### src/rtl/stream_demultiplexer.sv
// stream_demultiplexer
// Routes a packetised valid/ready stream (data + last) from one producer to one
// of NUMBER_OF_OUTPUTS consumers through a single-entry output slot. The
// destination is sampled on the first beat of each packet and held until the
// last beat. Packets addressed to a nonexistent output are swallowed and
// counted in a saturating counter.
//
// Ports:
//   clock, reset        rising-edge clock, synchronous active-high reset
//   inputData/Last      beat payload from the producer
//   inputValid/Ready    producer handshake (inputReady is combinational)
//   select              destination, sampled only on a packet's first beat
//   outputData[N]       per-channel data, INACTIVE_VALUE when not presenting
//   outputLast/Valid    per-channel last / valid (at most one valid bit set)
//   outputReady         per-channel consumer ready
//   busy                packet in progress or slot occupied
//   droppedPackets      saturating count of discarded packets
module stream_demultiplexer #(
  parameter int unsigned           DATA_WIDTH        = 8,
  parameter logic [DATA_WIDTH-1:0] INACTIVE_VALUE    = '0,
  parameter int unsigned           NUMBER_OF_OUTPUTS = 4,
  parameter int unsigned           SELECT_WIDTH      = $clog2(NUMBER_OF_OUTPUTS) + 1,
  parameter int unsigned           COUNTER_WIDTH     = 16
) (
  input  logic                         clock,
  input  logic                         reset,
  input  logic [DATA_WIDTH-1:0]        inputData,
  input  logic                         inputLast,
  input  logic                         inputValid,
  output logic                         inputReady,
  input  logic [SELECT_WIDTH-1:0]      select,
  output logic [DATA_WIDTH-1:0]        outputData [NUMBER_OF_OUTPUTS],
  output logic [NUMBER_OF_OUTPUTS-1:0] outputLast,
  output logic [NUMBER_OF_OUTPUTS-1:0] outputValid,
  input  logic [NUMBER_OF_OUTPUTS-1:0] outputReady,
  output logic                         busy,
  output logic [COUNTER_WIDTH-1:0]     droppedPackets
);

  localparam int unsigned DEST_WIDTH = $clog2(NUMBER_OF_OUTPUTS);

  typedef enum logic [1:0] {
    IDLE     = 2'd0,
    LOCKED   = 2'd1,
    DROPPING = 2'd2
  } stateType;

  stateType state;
  stateType nextState;

  logic                  slotFull;
  logic [DATA_WIDTH-1:0] slotData;
  logic                  slotLast;
  logic [DEST_WIDTH-1:0] slotDest;
  logic [DEST_WIDTH-1:0] lockedDest;

  logic                  selectInRange;
  logic                  dropBeat;
  logic                  slotDrain;
  logic                  accept;
  logic [DEST_WIDTH-1:0] effectiveDest;

  // Handshake and routing decisions for the beat currently offered
  always_comb begin
    selectInRange = select < SELECT_WIDTH'(NUMBER_OF_OUTPUTS);
    dropBeat      = (state == DROPPING) || ((state == IDLE) && !selectInRange);
    slotDrain     = slotFull && outputReady[slotDest];
    // A draining slot can be refilled in the same edge, so no bubble
    inputReady    = dropBeat || !slotFull || slotDrain;
    accept        = inputValid && inputReady;
    effectiveDest = (state == LOCKED) ? lockedDest : select[DEST_WIDTH-1:0];
  end

  // State register
  always_ff @(posedge clock) begin
    if (reset) state <= IDLE;
    else       state <= nextState;
  end

  // Next-state logic: the first beat of a packet decides lock vs. drop
  always_comb begin
    nextState = state;
    case (state)
      IDLE: begin
        if (accept && !inputLast) nextState = selectInRange ? LOCKED : DROPPING;
      end
      LOCKED, DROPPING: begin
        if (accept && inputLast) nextState = IDLE;
      end
      default: nextState = IDLE;
    endcase
  end

  // Output slot and latched packet destination
  always_ff @(posedge clock) begin
    if (reset) begin
      slotFull   <= 1'b0;
      slotData   <= INACTIVE_VALUE;
      slotLast   <= 1'b0;
      slotDest   <= '0;
      lockedDest <= '0;
    end else begin
      if (accept && !dropBeat) begin
        slotFull <= 1'b1;
        slotData <= inputData;
        slotLast <= inputLast;
        slotDest <= effectiveDest;
      end else if (slotDrain) begin
        slotFull <= 1'b0;
      end
      if ((state == IDLE) && accept && !dropBeat && !inputLast) lockedDest <= effectiveDest;
    end
  end

  // Saturating count of discarded packets, bumped on their last beat
  always_ff @(posedge clock) begin
    if (reset) begin
      droppedPackets <= '0;
    end else if (accept && dropBeat && inputLast && (droppedPackets != '1)) begin
      droppedPackets <= droppedPackets + COUNTER_WIDTH'(1);
    end
  end

  // Present the slot on its destination channel; all others stay inactive
  always_comb begin
    for (int i = 0; i < NUMBER_OF_OUTPUTS; i++) begin
      outputValid[i] = slotFull && (slotDest == DEST_WIDTH'(i));
      outputLast[i]  = outputValid[i] && slotLast;
      outputData[i]  = outputValid[i] ? slotData : INACTIVE_VALUE;
    end
  end

  assign busy = (state != IDLE) || slotFull;

endmodule

### config.mk
export PLATFORM = sky130hd
export DESIGN_NAME = stream_demultiplexer
export DESIGN_NICKNAME = d
export VERILOG_FILES = /design/src/rtl/stream_demultiplexer.sv
export SDC_FILE = /design/constraint.sdc
export NUM_CORES = 1
export LEC_CHECK = 0
export CAP_MARGIN = 20
export CORE_ASPECT_RATIO = 0.9
export CORE_MARGIN = 1
export CORE_UTILIZATION = 35
export CTS_CLUSTER_DIAMETER = 120
export DETAILED_ROUTE_END_ITERATION = 6
export PLACE_DENSITY = 0.67
export RECOVER_POWER = 25
export SLEW_MARGIN = 10
export SYNTH_ARGS = -nofsm -noshare
export SYNTH_HDL_FRONTEND = slang
export SYNTH_SLANG_ARGS = --single-unit
### constraint.sdc
create_clock -name clock -period 2.6 [get_ports clock]
set_input_delay 0.26 -clock clock [delete_from_list [all_inputs] [get_ports clock]]
set_output_delay 0.26 -clock clock [all_outputs]
set_load 0.005 [all_outputs]
==> reports/results.txt <==
Async SR Flop Fraction -> 0
worst r2r dst -> droppedPackets[15]
vias per cell -> 5.32
IO buf count -> 76
CTS root buf -> clkbuf_8
CTS Hold Bufs -> 0
PwrDens -> 572 nW/µm²
Area Growth Syn to Fin -> 50.8%
Setup Skew -> 6.80 ps
Starting Density -> 0.376
worst path cell trace -> inv_1, ha_1, a21oi_2, or4_1, or4_1, a21oi_1
Post-CTS Setup Bufs -> 0
Static Leak -> 1.00 nW
Overall Power -> 1.62 mW
status -> finished clean
Hold Startpoint -> lockedDest[1]
antenna violations before repair -> 0
die area -> 5660 µm²
origin of the critical flop-to-flop path -> state[1]
maximum VDD drop -> 0.000379 V
Fin Hold WS -> 457 ps
crit path capture type -> register
setup ws final -> 304 ps
fmax -> 0.436 GHz
Crit path max-delay family -> simple AND/OR/NAND/NOR gates
Placeable Area -> 4980 µm²
Slew headroom -> 0.571
Synth Flop Type -> dfxtp_1
slowest stage delay, CP -> 700 ps
clock-pin slew on the worst setup and hold paths -> 70 ps
layout cell share with drive strength beyond 1 -> 0.0639
clk sinks -> 32
Synth Area in Compound Gates -> 0.187
register area share after synthesis -> 0.342
first-pass GRT wire length -> 8.76 mm
number of routed nets with antenna violations -> 0
commonest non-fill, non-tap cells in the layout -> clkdlybuf4s50_1 (60), and2_1 (36), dfxtp_1 (32)
max-capacitance violation count -> 0
synthesized area per cell -> 7.95 µm²
I/O pin count -> 77
1st-iter DRT viols -> 63
Setup WS pre-CTS -> 232 ps
Finished Core Util -> 0.568
most used cell, CP -> or4_1
CTS tree -> built
WHS Path Cells -> 2
Post-synth EDFFs -> 0
setup violators final -> 0
Fillers -> 461
CP Launch Type -> register
DRC errors left -> 0
gp weighted congestion -> 0.819
setup TNS -> 0 ps
WP data required -> 2820 ps
chip width -> 79.2 µm
register bit count reported by yosys -> 32
Max stage delay cell, worst path -> or4_1
Final Cycle Share -> 0.883
Reg2Reg Setup Slack -> 300 ps
most common cell after layout, fill and taps aside -> clkdlybuf4s50_1
XOR/XNOR Fraction of Synth Area -> 0
Reg2Reg Depth -> 6
Routed Wire Length -> 5.26 mm
mapped cell area -> 1880 µm²
HPWL Detailed -> 3.88 mm
H-Tree Depth -> 2
Buf/Inv on CP -> 1
row cnt -> 24
CP Class -> register to register
Syn Inst Count -> 236
Worst Path Max Fanout -> 8
CP Data Arrival Time -> 2510 ps
ant diodes -> 0
nets -> 335
post-synthesis mux area share -> 0.0560
final hold vios -> 0
vias in the first global route -> 1819
Synth Net Count -> 259
Tmin final -> 2300 ps
simple-gate share of the synthesized area -> 0.346
drt first pass iters -> 4
# resized after CTS -> 0
CTS max path bufs -> 2
adder-cell area share of the yosys netlist -> 0.0267
worst-skew pair later-pin latency -> 290 ps
vias -> 2011
post-synth cell types -> 41
Avg WL per Cell -> 13.9 µm
grt total ovfl -> 0
Slew Limit Fails -> 0
min-delay worst type -> register to register
CTS Buf Count -> 5
Overall Global Routing Usage -> 0.197
Die Y -> 71.4 µm
Worst Hold End -> lockedDest[1]
Worst Tran Pin Value -> 643 ps
largest family of logic cells by synthesized area -> simple AND/OR/NAND/NOR gates
RSZ-0062 raised after global routing -> false
pin count of the biggest net entering global routing -> 20
Synthesis Warnings -> 0
## area by class of cell
class                   instances  area, µm²  share of cell area
multi-input cells             184       1160               0.409
flip-flops and latches         32        641               0.226
repair buffers                 80        791               0.280
inverters                       9       33.8              0.0119
clock buffers                   7       96.3              0.0341
clock inverters                 1       30.0              0.0106
well taps                      65       81.3              0.0287
## synthesized netlist by cell type (6+ instances only)
cell type	n	area share
nand3_1	16	0.043
dfxtp_1	32	0.34
or4_1	8	0.032
and2_1	37	0.12
a21oi_1	23	0.061
nand2_1	15	0.030
inv_1	8	0.016
clkbuf_1	8	0.016
o21ai_0	13	0.035
nor2_1	10	0.020
o31ai_1	6	0.024
mux2i_1	6	0.032
## worst max path at each step
stage                         start            endpoint  cells after the start
after floorplan            state[0]  droppedPackets[15]                      7
after global placement    inputLast  droppedPackets[13]                      5
after detailed placement  select[2]  droppedPackets[11]                      5
after CTS                  state[1]  droppedPackets[15]                      6
after global routing       state[0]  droppedPackets[15]                      6
final                      state[1]  droppedPackets[15]                      6
## sequential cells by signal, summed over array words and instances (netlist names)
register,flops
lockedDest,2
slotData,8
slotFull,1
slotLast,1
droppedPackets,16
state,2
slotDest,2
## report_power, final
part / leakage [nW] / switching (mW) / total, mW / internal, mW
Combinational: 0.677 / 0.257 / 0.496 / 0.238
Sequential: 0.260 / 0.0473 / 0.591 / 0.543
Clock: 0.0645 / 0.194 / 0.532 / 0.338
Total: 1.00 / 0.498 / 1.62 / 1.12
## logic make-up after synthesis
| logic type | count (synthesis) |
|---|---|
| adders and majority gates | 4 |
| buffers and inverters | 20 |
| AOI/OAI and AO/OA | 57 |
| DFF | 32 |
| and+or+nand+nor | 113 |
| muxes | 10 |
## tightest hold or removal path: stages (launching register included)
cell and delay [ps]:
dfxtp_1 310, nand2_1 50, mux2i_1 50
## metrics by stage
step | std cells | cell area, µm²
3_3_place_gp | 370 | 2700
2_1_floorplan | 236 | 1880
3_5_place_dp | 370 | 2700
6_report | 378 | 2830
5_1_grt | 378 | 2830
4_1_cts | 378 | 2830
## metal layers
layer	wire length, µm	track usage	share of wire	vias to the layer above
li1	-	-	-	1011
met1	2450	0.246	0.47	918
met2	2390	0.326	0.45	76
met3	364	0.0433	0.069	6
met4	57	0.0848	0.011	0
met5	0	0	0	-
Note: power is estimated with default switching activity, not from simulation.
